[config.mk]
export PLATFORM = sky130hd
export DESIGN_NAME = crack_ctrl
export DESIGN_NICKNAME = d
export VERILOG_FILES = /design/src/rtl/crack_ctrl.sv
export SDC_FILE = /design/constraint.sdc
export NUM_CORES = 1
export LEC_CHECK = 0
export ABC_AREA = 1
export CORE_UTILIZATION = 55
export CTS_CLUSTER_DIAMETER = 120
export CTS_CLUSTER_SIZE = 20
export DETAILED_ROUTE_END_ITERATION = 6
export GPL_TIMING_DRIVEN = 0
export PLACE_DENSITY = 0.9
export SLEW_MARGIN = 20
export SYNTH_ARGS = -nofsm -noshare
export SYNTH_HDL_FRONTEND = slang
export SYNTH_SLANG_ARGS = --single-unit
[constraint.sdc]
create_clock -name clk -period 2.9 [get_ports clk]
set_input_delay 0.58 -clock clk [delete_from_list [all_inputs] [get_ports clk]]
set_output_delay 0.58 -clock clk [all_outputs]
set_load 0.05 [all_outputs]
[src/rtl/crack_ctrl.sv]
// rtl/crack_ctrl.sv - key-search controller driving one arc4 core and checking its plaintext
module crack_ctrl #(
    parameter logic [23:0] KEY_START = 24'h000000,
    parameter int          KEY_STEP  = 1
) (
    input  logic        clk,
    input  logic        rst_n,
    input  logic        en,
    input  logic        stop,
    output logic        rdy,
    output logic        key_valid,
    output logic [23:0] key,
    output logic        arc4_en,
    input  logic        arc4_rdy,
    output logic [23:0] arc4_key,
    input  logic [7:0]  arc4_pt_addr,
    input  logic        arc4_pt_wren,
    output logic [7:0]  pt_addr,
    output logic        pt_wren,
    input  logic [7:0]  pt_rddata
);

    typedef enum logic [3:0] {
        IDLE,
        START,
        WAIT_BUSY,
        WAIT_DONE,
        RD_LEN,
        LEN_WAIT,
        CHK,
        NEXT,
        FOUND,
        DONE
    } state_t;

    state_t      state;
    state_t      state_nx;
    logic [23:0] cur_key;
    logic [7:0]  len;
    logic [7:0]  idx;
    logic        stop_req;
    logic        chk_sel;
    logic [7:0]  chk_addr;
    logic [24:0] next_key;
    logic        printable;
    logic        accept;

    // 25-bit sum so running off the top of the key space is visible in bit 24
    assign next_key  = {1'b0, cur_key} + 25'(KEY_STEP);
    assign printable = (pt_rddata >= 8'h20) && (pt_rddata <= 8'h7E);
    assign rdy       = (state == IDLE) || (state == DONE);
    assign accept    = rdy && en;
    assign arc4_key  = cur_key;

    // The checker only ever reads pt_mem, so it never forwards a write enable
    assign pt_addr   = chk_sel ? chk_addr : arc4_pt_addr;
    assign pt_wren   = chk_sel ? 1'b0 : arc4_pt_wren;

    // State register
    always_ff @(posedge clk) begin
        if (!rst_n) begin
            state <= IDLE;
        end else begin
            state <= state_nx;
        end
    end

    // Search datapath: current key, length/index of the check, stop flag and result
    always_ff @(posedge clk) begin
        if (!rst_n) begin
            cur_key   <= KEY_START;
            key       <= 24'h000000;
            key_valid <= 1'b0;
            len       <= 8'h00;
            idx       <= 8'h00;
            stop_req  <= 1'b0;
        end else begin
            if (accept) begin
                cur_key   <= KEY_START;
                key       <= 24'h000000;
                key_valid <= 1'b0;
                stop_req  <= 1'b0;
            end else if (stop && !rdy) begin
                stop_req  <= 1'b1;
            end
            case (state)
                LEN_WAIT: begin
                    len <= pt_rddata;
                    idx <= 8'd1;
                end
                CHK: begin
                    if (printable && (idx != len)) begin
                        idx <= idx + 8'd1;
                    end
                end
                NEXT: begin
                    if (!stop_req && !next_key[24]) begin
                        cur_key <= next_key[23:0];
                    end
                end
                FOUND: begin
                    key       <= cur_key;
                    key_valid <= 1'b1;
                end
                default: ;
            endcase
        end
    end

    // Next-state, arc4 start pulse and checker read address
    always_comb begin
        state_nx = state;
        arc4_en  = 1'b0;
        chk_sel  = 1'b0;
        chk_addr = 8'h00;
        case (state)
            IDLE: begin
                if (en) state_nx = START;
            end
            START: begin
                if (stop_req) begin
                    state_nx = DONE;
                end else if (arc4_rdy) begin
                    arc4_en  = 1'b1;
                    state_nx = WAIT_BUSY;
                end
            end
            WAIT_BUSY: begin
                if (!arc4_rdy) state_nx = WAIT_DONE;
            end
            WAIT_DONE: begin
                if (arc4_rdy) state_nx = RD_LEN;
            end
            RD_LEN: begin
                chk_sel  = 1'b1;
                chk_addr = 8'h00;
                state_nx = LEN_WAIT;
            end
            LEN_WAIT: begin
                chk_sel  = 1'b1;
                chk_addr = 8'h01;
                state_nx = (pt_rddata == 8'h00) ? FOUND : CHK;
            end
            CHK: begin
                chk_sel  = 1'b1;
                chk_addr = idx + 8'd1;
                if (!printable) begin
                    state_nx = NEXT;
                end else if (idx == len) begin
                    state_nx = FOUND;
                end
            end
            NEXT: begin
                chk_sel  = 1'b1;
                state_nx = (stop_req || next_key[24]) ? DONE : START;
            end
            FOUND: begin
                chk_sel  = 1'b1;
                state_nx = DONE;
            end
            DONE: begin
                if (en) state_nx = START;
            end
            default: state_nx = IDLE;
        endcase
    end

endmodule
==> metrics, run 1 <==
IO Count=just over 80; Comb pwr share=0.254; Max transition margin=0.596; Die ar.=a little over 7000 um2; Critical Path AT=around 2.2 ns; Crit Reg-Reg Startpoint=arc4_key[0]; Core Region=about 6500 um2; Avg Cell Area, Syn=6.67 um2; Pint=between 1.5 and 2 mW; Startpoint Class=flop; worst slew pin tran=0.606 ns; initial antenna violation count=0; router iterations before antenna repair=6; Power Total=2.40 mW; setup slack, reg-to-reg=around 0.93 ns; clock tree buffer depth=2; Leak=between 1.5 and 2 nW; GP Congestion=0.938; Net Sw Power=between 0.8 and 0.9 mW; DR vias/cell=5.57; Antenna Nets Post-Route=0; Core Rows=29; RSZ-0062 raised after global routing=no; fmax=0.363 GHz; CTS Sinks=70; Initial Util=0.583; Synth cell types=42; worst hold-check path type=flop to flop; sw frac=0.339; Yosys reg bits=70; most common cell after layout, fill and taps aside=nand2_1; most frequent cells in the layout=nand2_1, clkdlybuf4s50_1, dfxtp_1; total CTS buffers=9; element type at the critical path end=output port; vias=4137; nets@finish=686; final period utilization=0.950; Clk pwr share=0.329; Seq pwr share=0.418; Setup Skew=around 0.013 ns; All-Layer GR Usage=0.304; DRT iter0 DRCs=about 350; status=completed; Clk pin slew, worst setup/hold paths=0.07 ns; area of the mapped netlist=roughly 3800 um2; Worst Path Required=around 2.3 ns; Post-route DRC=0; Post-Place Worst Slack=0.0179 ns; P per Cell Area=slightly below 500 nW/um2; Routed WL per cell=between 10 and 15 um; Mapped Cells=571; Final Setup Violations=0; Root Buffer=clkbuf_8; RR Endpoint=arc4_key[7]; setup_tns=0 ns; Overflow after GRT=0; worst-path fanout max=7; area delta synth->final=28.3%; vias in the first global route=about 3800; Die W=about 85 um; Die Y=approximately 85 um; Antenna Diode Count=0; number of H-tree levels=3; worst setup margin=around 0.14 ns; critical path type=flop to output port; Hold Vio Cnt, Final=0; worst skew pair latency=roughly 0.35 ns; hpwl dp=slightly below 8000 um; Placed Cells=between 700 and 800; CTS tree=built; count of pins over their slew limit=0; first-pass GRT wire length=17600 um; largest net degree at the start of global routing=12; fillers=between 500 and 600; Synthesized Nets=~600; Port-buffer cells=80; Max Cap Viol=0; CP Capture Point=pt_addr[7]; YS warnings=0; layout cells sized above 1=0.101; Total Wirelength=about 11000 um; hold_ws=0.471 ns; post-synthesis sequential area ratio=0.368; Max VDD drop=0.303 mV; final std cells w/o fill=approximately 740; Final Critical Period=2.76 ns; worst r2r path cells=8; worst setup path start=idx[0]; CTS Hold Bufs=0
-- state kept, by name (all words and copies together), names as in the netlist --
register	count
arc4_key	24
idx	8
key	24
key_valid	1
len	8
state	4
stop_req	1
-- cells in the mapped netlist (all sizes together) --
cell / n / area share
nand2: 147 / 0.16
nor2: 78 / 0.090
dfxtp: 70 / 0.37
inv: 70 / 0.071
nand3: 63 / 0.095
o21ai: 59 / 0.078
a21oi: 34 / 0.049
buf: 11 / 0.021
nor3: 9 / 0.016
clkbuf: 5 / 0.0049
xnor2: 5 / 0.011
nand4: 3 / 0.0066
a21o: 2 / 0.0039
clkinv: 2 / 0.0020
ha: 2 / 0.0066
o211ai: 2 / 0.0039
o21bai: 2 / 0.0039
and3: 1 / 0.0016
nand3b: 1 / 0.0020
nor3b: 1 / 0.0020
nor4: 1 / 0.0016
o21a: 1 / 0.0020
or2: 1 / 0.0016
xor2: 1 / 0.0023
-- power by group through the flow --
stage / registers, mW / clock network [mW] / logic [mW]
floorplan: 1.02 / 0 / 0.433
global placement: 1.02 / 0 / 0.597
detailed placement: 1.02 / 0 / 0.609
CTS: 1.00 / 0.788 / 0.603
global route: 1.01 / 0.829 / 0.660
finish: 1.00 / 0.788 / 0.609
-- worst max-delay path, stage by stage (launching register included) --
cell and delay, ns:
dfxtp_1 0.47, nand3_1 0.15, nor2_1 0.18, nand3_1 0.11, nor2_1 0.15, nor2_1 0.07, o21ai_0 0.17, dlygate4sd1_1 0.53
-- final cells by class --
class | instances | area [um2] | share of cell area
Buffer | 16 | 100 | 0.0205
Inverter | 72 | 278 | 0.0569
Timing Repair Buffer | 80 | 788 | 0.161
Clock inverter | 4 | 47.5 | 0.00973
Clock buffer | 11 | 141 | 0.0289
Sequential cell | 70 | 1400 | 0.287
Tap cell | 77 | 96.3 | 0.0197
Multi-Input combinational cell | 413 | 2030 | 0.416
-- layer usage --
metal	wire [um]	global-route usage	share of wire	vias to the layer above
li1	-	-	-	2019
met1	4600	0.386	0.44	1900
met2	4940	0.517	0.47	183
met3	654	0.0350	0.062	35
met4	347	0.143	0.033	0
met5	0	0	0	-
-- worst min-delay path by stage --
stage	depth (start not counted)	start	end	slack [ns]
final	2	len[0]	len[0]	0.47
after global routing	2	key[1]	key[1]	0.49
after CTS	2	key[0]	key[0]	0.47
after detailed placement	2	key[0]	key[0]	0.46
after global placement	2	key_valid	key_valid	0.43
after floorplan	2	len[0]	len[0]	0.44
-- stage by stage --
stage	util	area, um2
2_1_floorplan	-	3810
3_3_place_gp	0.720	4710
3_5_place_dp	0.720	4710
4_1_cts	0.748	4890
5_1_grt	0.748	4880
6_report	0.748	4880
-- cell families after synthesis --
| logic type | after synthesis | synth area share |
|---|---|---|
| compound gates | 100 | 0.140 |
| flops | 70 | 0.368 |
| buf+inv | 88 | 0.0992 |
| xor+xnor | 6 | 0.0138 |
| fa+ha+maj | 2 | 0.00657 |
| simple gates | 305 | 0.373 |
-- what timing repair did --
item                                   CTS  global route
endpoints found under the hold margin    0             0
setup buffers                            0             0
setup endpoints to repair                8             3
gates resized for setup                 10             4
Note: power is estimated with default switching activity, not from simulation.
==> inputs of run 2 (changes only) <==
--- a/config.mk
+++ b/config.mk
@@ -11,7 +11,7 @@
 export CTS_CLUSTER_SIZE = 20
 export DETAILED_ROUTE_END_ITERATION = 6
 export GPL_TIMING_DRIVEN = 0
-export PLACE_DENSITY = 0.9
+export PLACE_DENSITY = 0.86
 export SLEW_MARGIN = 20
 export SYNTH_ARGS = -nofsm -noshare
 export SYNTH_HDL_FRONTEND = slang
==> run 2 against run 1 <==
  * Register-to-register slack lost 0.02 ns
  * Combinational power grew 1%
  * First-iteration DRC count grew 11%
  * Non-clock buffer count is the same
==> metrics, run 2 (same netlist as run 1, synthesis figures left out) <==
status=completed (unchanged); Post-Place Worst Slack=0.0753 ns (was 0.0179 ns); Routed WL per cell=14.4 um (was 14.2 um); initial antenna violation count=0 (unchanged); Max transition margin=0.555 (was 0.596); Die Y=85.2 um (unchanged); setup_tns=0 ns (unchanged); Setup Skew=0.00669 ns (was 0.0130 ns); fmax=0.369 GHz (was 0.363 GHz); Final Critical Period=2.71 ns (was 2.76 ns); worst hold-check path type=flop to flop (unchanged); Die W=85.2 um (unchanged); worst skew pair latency=0.35 ns (about the same); element type at the critical path end=output port (unchanged); Critical Path AT=2.13 ns (was 2.18 ns); Root Buffer=clkbuf_8 (unchanged); Startpoint Class=flop (unchanged); worst slew pin tran=0.668 ns (was 0.606 ns); number of H-tree levels=3 (unchanged); CTS Hold Bufs=0 (unchanged); layout cells sized above 1=0.105 (was 0.101); critical path type=flop to output port (unchanged); IO Count=82 (unchanged); DR vias/cell=5.58 (was 5.57); most common cell after layout, fill and taps aside=nand2_1 (unchanged); Antenna Nets Post-Route=0 (unchanged); nets@finish=686 (unchanged); Port-buffer cells=80 (unchanged); count of pins over their slew limit=0 (unchanged); Initial Util=0.583 (unchanged); P per Cell Area=511 nW/um2 (was 491 nW/um2); All-Layer GR Usage=0.300 (was 0.304); first-pass GRT wire length=17200 um (was 17600 um); CTS tree=built (unchanged); CTS Sinks=70 (unchanged); vias=4150 (was 4137); router iterations before antenna repair=5 (was 6); GP Congestion=0.937 (was 0.938); Clk pin slew, worst setup/hold paths=0.08 ns (was 0.07 ns); clock tree buffer depth=2 (unchanged); Core Rows=29 (unchanged); Overflow after GRT=0 (unchanged); Final Setup Violations=0 (unchanged); RSZ-0062 raised after global routing=no (unchanged); Worst Path Required=2.32 ns (about the same); Total Wirelength=10700 um (was 10500 um); Antenna Diode Count=0 (unchanged); total CTS buffers=9 (unchanged); Post-route DRC=0 (unchanged); Placed Cells=728 (unchanged); hpwl dp=7610 um (was 7800 um); largest net degree at the start of global routing=13 (was 12); Leak=1.95 nW (was 1.94 nW); Power Total=2.51 mW (was 2.40 mW); Max Cap Viol=0 (unchanged); final std cells w/o fill=744 (was 743); Die ar.=7260 um2 (unchanged); worst-path fanout max=8 (was 7); setup slack, reg-to-reg=0.91 ns (was 0.93 ns); worst setup margin=0.187 ns (was 0.145 ns); vias in the first global route=3693 (was 3833); DRT iter0 DRCs=392 (was 354); area delta synth->final=29.1% (was 28.3%); Core Region=6530 um2 (unchanged); fillers=517 (was 558); Hold Vio Cnt, Final=0 (unchanged); Max VDD drop=0.401 mV (was 0.303 mV); most frequent cells in the layout=nand2_1, clkdlybuf4s50_1, dfxtp_1 (unchanged); final period utilization=0.936 (was 0.950)
run 2: changes by cell type in the layout (fill, tap and decap cells not counted):
| cell | delta |
|---|---|
| bufinv_16 | +1 |
| clkbuf_1 | -1 |
| clkbuf_2 | +1 |
| dlygate4sd1_1 | -1 |
| clkinvlp_4 | +1 |
| dlygate4sd2_1 | -2 |
| clkdlybuf4s15_1 | +2 |
run 2: layer usage:
layer | global-route usage | share of wire | up-vias | wire length, um
met5 | 0 | 0 | - | 0
met1 | 0.397 | 0.44 | 1897 | 4660
met4 | 0.123 | 0.026 | 0 | 281
met3 | 0.0652 | 0.081 | 33 | 867
li1 | - | - | 2014 | -
met2 | 0.477 | 0.46 | 206 | 4880
run 2: worst paths after layout:
path,endpoint,depth (start not counted),from
min,key_valid,2,key_valid
max,pt_addr[0],8,state[3]
max reg2reg,arc4_key[23],8,arc4_key[0]
min reg2reg,key_valid,2,key_valid
run 2: stage by stage:
stage / hold WS, ns / util / instance area [um2]
floorplan: 0.444 / - / 3810
global placement: 0.448 / 0.720 / 4710
detailed placement: 0.457 / 0.720 / 4710
CTS: 0.470 / 0.754 / 4920
global route: 0.484 / 0.753 / 4920
finish: 0.468 / 0.753 / 4920
run 2: cell type report:
| type | instances | area, um2 | share of cell area |
|---|---|---|---|
| multi-input cells | 413 | 2030 | 0.413 |
| well taps | 77 | 96.3 | 0.0196 |
| flip-flops and latches | 70 | 1400 | 0.285 |
| repair buffers | 80 | 787 | 0.160 |
| plain buffers | 16 | 100 | 0.0204 |
| clock inverters | 6 | 85.1 | 0.0173 |
| inverters | 72 | 278 | 0.0565 |
| clock buffers | 10 | 138 | 0.0280 |
run 2: repair_timing:
item                                    4_1_cts  5_1_grt
gates resized for setup                      10        7
endpoints found under the setup margin        8        5
gates cloned                                  0        0
buffers inserted                              0        0
run 2: power by group:
part / switching, mW / internal (mW)
Clock: 0.389 / 0.504
Sequential: 0.0218 / 0.980
Combinational: 0.425 / 0.192
Total: 0.836 / 1.68
run 2: worst max-delay path, cell delays in order (launching register included):
cell	delay, ns
dfxtp_1	0.38
inv_2	0.10
nor2_2	0.04
nand2_1	0.11
inv_2	0.10
nor2_2	0.35
nand2_1	0.09
o211ai_1	0.09
clkdlybuf4s15_1	0.52
==> inputs of run 3 (changes only) <==
--- a/config.mk
+++ b/config.mk
@@ -6,12 +6,13 @@
 export NUM_CORES = 1
 export LEC_CHECK = 0
 export ABC_AREA = 1
-export CORE_UTILIZATION = 55
+export CAP_MARGIN = 5
+export CORE_UTILIZATION = 51
 export CTS_CLUSTER_DIAMETER = 120
 export CTS_CLUSTER_SIZE = 20
 export DETAILED_ROUTE_END_ITERATION = 6
 export GPL_TIMING_DRIVEN = 0
-export PLACE_DENSITY = 0.86
+export PLACE_DENSITY = 0.77
 export SLEW_MARGIN = 20
 export SYNTH_ARGS = -nofsm -noshare
 export SYNTH_HDL_FRONTEND = slang
==> constraint.sdc (replaced) <==
create_clock -name clk -period 2.67 [get_ports clk]
set_input_delay 0.534 -clock clk [delete_from_list [all_inputs] [get_ports clk]]
set_output_delay 0.534 -clock clk [all_outputs]
set_load 0.05 [all_outputs]
==> run 3 against run 2 <==
  * First-iteration DRC count is 26% lower
  * Sequential power is 9% higher
  * Register-to-register slack worse by 0.14 ns
  * Die area is 7.7% higher
  * Final area is 0.56% lower
  * Combinational power is 8.1% higher
  * Sequential share of layout area is 0.19 points higher
  * Final cell count is 2.8% higher
  * Flip-flop and latch count stayed put
  * Largest power group unchanged
  * Highest routed layer unchanged
==> metrics, run 3 (same netlist as run 1, synthesis figures left out) <==
status=completed (unchanged); clock tree buffer depth=2 (unchanged); Worst Path Required=2.14 ns (was 2.32 ns); count of pins over their slew limit=0 (unchanged); Clk pin slew, worst setup/hold paths=0.07 ns (was 0.08 ns); Final Setup Violations=0 (unchanged); vias=4072 (was 4150); RSZ-0062 raised after global routing=no (unchanged); Final Critical Period=~2.6 ns; Port-buffer cells=80 (unchanged); DRT iter0 DRCs=292 (was 392); area delta synth->final=28.4% (was 29.1%); most common cell after layout, fill and taps aside=nand2_1 (unchanged); hold_ws=0.460 ns (was 0.468 ns); worst hold-check path type=flop to flop (unchanged); highest-delay cell along the critical path=clkdlybuf4s50_1 (was clkdlybuf4s15_1); largest net degree at the start of global routing=12 (was 13); Placed Instance Area=4730 um2 (was 4710 um2); worst setup path start=state[0] (was state[3]); layout cells sized above 1=0.105 (about the same); Cell Chain, Critical Path=nand2_1, nor2_1, nand2_1, nor2_1, clkdlybuf4s50_1 (was inv_2, nor2_2, nand2_1, inv_2, nor2_2, nand2_1, o211ai_1, clkdlybuf4s15_1); Crit path buffers/inverters=1 (was 3); total CTS buffers=9 (unchanged); Max VDD drop=0.291 mV (was 0.401 mV); Initial Util=0.525 (was 0.583); RR Endpoint=arc4_key[7] (was arc4_key[23]); Leak=1.93 nW (was 1.95 nW); CP top delay family=buffers and inverters (unchanged); worst slew pin tran=0.628 ns (was 0.668 ns); fmax=roughly 0.39 GHz; All-Layer GR Usage=0.277 (was 0.300); setup slack, reg-to-reg=0.77 ns (was 0.91 ns); hold depth=2 (unchanged); worst r2r path cells=8 (unchanged); vias in the first global route=3565 (was 3693); Setup Skew=0.0113 ns (was 0.00669 ns); router iterations before antenna repair=5 (unchanged); DR vias/cell=5.32 (was 5.58); Antenna Diode Count=0 (unchanged); most frequent cells in the layout=nand2_1, clkdlybuf4s50_1, dfxtp_1 (unchanged); Die Y=88.4 um (was 85.2 um); worst skew pair latency=0.35 ns (about the same); critical path type=flop to output port (unchanged); Total Wirelength=10300 um (was 10700 um); Die ar.=7820 um2 (was 7260 um2); nets@finish=686 (unchanged); Post-route DRC=0 (unchanged); CP Capture Point=arc4_en (was pt_addr[0]); CTS tree=built (unchanged); initial antenna violation count=0 (unchanged); Overflow after GRT=0 (unchanged); Startpoint Class=flop (unchanged); Power Total=2.48 mW (was 2.51 mW); CTS Sinks=70 (unchanged); Core Rows=31 (was 29); final instance area=4890 um2 (was 4920 um2); first-pass GRT wire length=16700 um (was 17200 um); Critical Path AT=2.04 ns (was 2.13 ns); critical path depth=5 (was 8); Core Region=7250 um2 (was 6530 um2); Crit Reg-Reg Startpoint=arc4_key[0] (unchanged); Root Buffer=clkbuf_8 (unchanged); Hold Vio Cnt, Final=0 (unchanged); Die W=88.4 um (was 85.2 um); worst-path fanout max=5 (was 8); Routed WL per cell=13.5 um (was 14.4 um); CTS Hold Bufs=0 (unchanged); Antenna Nets Post-Route=0 (unchanged); element type at the critical path end=output port (unchanged); GP Congestion=0.897 (was 0.937); hpwl dp=7760 um (was 7610 um); final period utilization=0.963; Max Cap Viol=0 (unchanged); Max transition margin=0.581 (was 0.555); worst stage delay on the critical path=0.81 ns (was 0.52 ns); number of H-tree levels=3 (unchanged); P per Cell Area=507 nW/um2 (was 511 nW/um2); IO Count=82 (unchanged)
## run 3: power breakdown
| group | total (mW) | switching, mW | internal (mW) | leakage (nW) |
|---|---|---|---|---|
| Clock | 0.724 | 0.399 | 0.325 | 0.0817 |
| Sequential | 1.09 | 0.0242 | 1.07 | 0.565 |
| Combinational | 0.667 | 0.456 | 0.211 | 1.28 |
| Total | 2.48 | 0.879 | 1.60 | 1.93 |
## run 3: repair_timing
item                                    in CTS  in global routing
cloned                                       0                  0
endpoints found under the setup margin       8                  8
resized for setup                           21                  6
setup buffers                                0                  0
pin swaps                                    0                  0
## run 3: metal layers
metal | wire (um) | global-route usage
met1 | 4750 | 0.384
met2 | 4670 | 0.445
met3 | 697 | 0.0354
met4 | 199 | 0.0924
met5 | 0 | 0
## run 3: worst min-delay path by stage
| stage | start | end | slack (ns) |
|---|---|---|---|
| 2_1_floorplan | len[0] | len[0] | 0.44 |
| 4_1_cts | key[2] | key[2] | 0.46 |
| 3_5_place_dp | key[2] | key[2] | 0.45 |
| 5_1_grt | key[1] | key[1] | 0.49 |
| 6_report | key[1] | key[1] | 0.46 |
| 3_3_place_gp | key_valid | key_valid | 0.44 |
## run 3: layout make-up
class,count,area (um2)
multi-input combinational,413,2040
clock buffer,10,128
clock inverter,5,27.5
tap,99,124
inverter,72,278
fill,657,2360
timing repair buffer,80,793
buffer,16,100
sequential,70,1400
## run 3: tightest hold or removal path: stages (launching register included)
cell	delay (ns)
dfxtp_1	0.31
nand2_1	0.06
a21oi_1	0.05
## run 3: per-stage QoR
step	instances	worst slack [ns]	setup TNS, ns	utilization
floorplan	571	0.105	0	-
global placement	750	-0.0985	-0.427	0.653
detailed placement	750	-0.170	-0.953	0.653
CTS	765	0.0102	0	0.674
global route	765	0.0191	0	0.674
finish	765	0.0984	0	0.674
==> edit, RTL diff (settings of run 3) <==
Encoding of `state_t`: now Gray code (4 bits for 10 states).
--- a/src/rtl/crack_ctrl.sv
+++ b/src/rtl/crack_ctrl.sv
@@ -21,16 +21,16 @@
 );
 
     typedef enum logic [3:0] {
-        IDLE,
-        START,
-        WAIT_BUSY,
-        WAIT_DONE,
-        RD_LEN,
-        LEN_WAIT,
-        CHK,
-        NEXT,
-        FOUND,
-        DONE
+        IDLE      = 4'b0000,
+        START     = 4'b0001,
+        WAIT_BUSY = 4'b0011,
+        WAIT_DONE = 4'b0010,
+        RD_LEN    = 4'b0110,
+        LEN_WAIT  = 4'b0111,
+        CHK       = 4'b0101,
+        NEXT      = 4'b0100,
+        FOUND     = 4'b1100,
+        DONE      = 4'b1101
     } state_t;
 
     state_t      state;
Formal check against the unedited RTL: same outputs for any inputs over 10 cycles, from zero or initial values and one cycle with rst_n low; not proved beyond that.
==> edit against run 3 <==
Hold slack got worse by 9.1 ps. Core utilization grew 3.1 points. Highest routed layer unchanged. Setup slack gained 63 ps. Global-route usage up 1.6 points. Routed wire length up 4.9%. Largest power group unchanged. Sequential cell count is the same. Power is 9.8% higher. Cell area grew 0.20%. Synthesized area down 1.2%.
==> edit: results <==
export IMPL_status="finished clean"
export IMPL_whs_ps=451
export IMPL_port_buffers=81
export IMPL_nFillCells=625
export IMPL_wl_met1_mm=4.61
export IMPL_maxSlewHeadroom_pct=64.0
export IMPL_worstHoldStart="key_valid"
export IMPL_synth_compound_area_share_pct=13.4
export IMPL_yosys_top_cells_count="159 x nand2_1, 90 x nor2_1, 70 x dfxtp_1, 55 x inv_1, 48 x nand3_1"
export IMPL_route_met3_wl_microns=720
export IMPL_cp_max_fo=10
export IMPL_rr_endpoint="arc4_key[22]"
export IMPL_place_area_sq_um=4690
export IMPL_vias=4126
export IMPL_place_worst_setup_slack_ps=42.8
export IMPL_synth_cell_types=36
export IMPL_synth_xor_area_share_pct=1.40
export IMPL_grt_first_pass_wirelength_mm=17.5
export IMPL_synth_nets=610
export IMPL_ir_drop_uv=257
export IMPL_routedWlPerCell_microns=13.9
export IMPL_track_usage_pct=29.3
export IMPL_placedCellCount=763
export IMPL_hpwl_mm=7.95
export IMPL_r2r_slack_ps=720
export IMPL_wirelength_mm=10.8
export IMPL_nNetsFinal=702
export IMPL_place_gp_congestion=0.922
export IMPL_whs_endpoint="key_valid"
## edit: worst max-delay path by stage
stage / start / to / slack, ps
detailed placement: idx[0] / pt_addr[6] / 40
CTS: idx[0] / pt_addr[7] / 30
floorplan: state[1] / pt_addr[0] / 620
finish: state[3] / pt_wren / 160
global placement: idx[0] / pt_addr[6] / 90
global route: state[3] / pt_addr[4] / 5
## edit: layer usage
metal | up-vias | GRT usage, %
li1 | 2061 | -
met2 | 151 | 50.7
met1 | 1894 | 35.9
met3 | 20 | 5.84
met4 | 0 | 11.0
met5 | - | 0
## edit: layout make-up
type	count	area (sq um)	area share, %
Multi-Input combinational cell	435	2010	41.0
Sequential cell	70	1400	28.6
Timing Repair Buffer	81	796	16.2
Inverter	64	240	4.90
Clock buffer	11	151	3.09
Tap cell	96	120	2.45
Buffer	17	111	2.27
Clock inverter	4	70.1	1.43
## edit: cells by family (layout without fill, tap and decap cells)
kind of cell / Yosys count / in the layout
simple gates: 331 / 331
compound gates: 96 / 96
buf+inv: 81 / 177
flops: 70 / 70
xor+xnor: 6 / 6
fa+ha+maj: 2 / 2
## edit: power breakdown
part	leakage, nW	internal, mW	total [mW]	switching, mW
registers	0.565	1.06	1.09	0.0293
clock network	0.115	0.569	0.970	0.400
logic	1.21	0.203	0.661	0.459
total	1.89	1.84	2.72	0.889
## edit: critical path, stage by stage, from the launching register on
cell	delay (ps)
dfxtp_1	410
inv_1	100
nand2_2	110
clkbuf_1	320
and3_1	200
clkdlybuf4s15_1	490
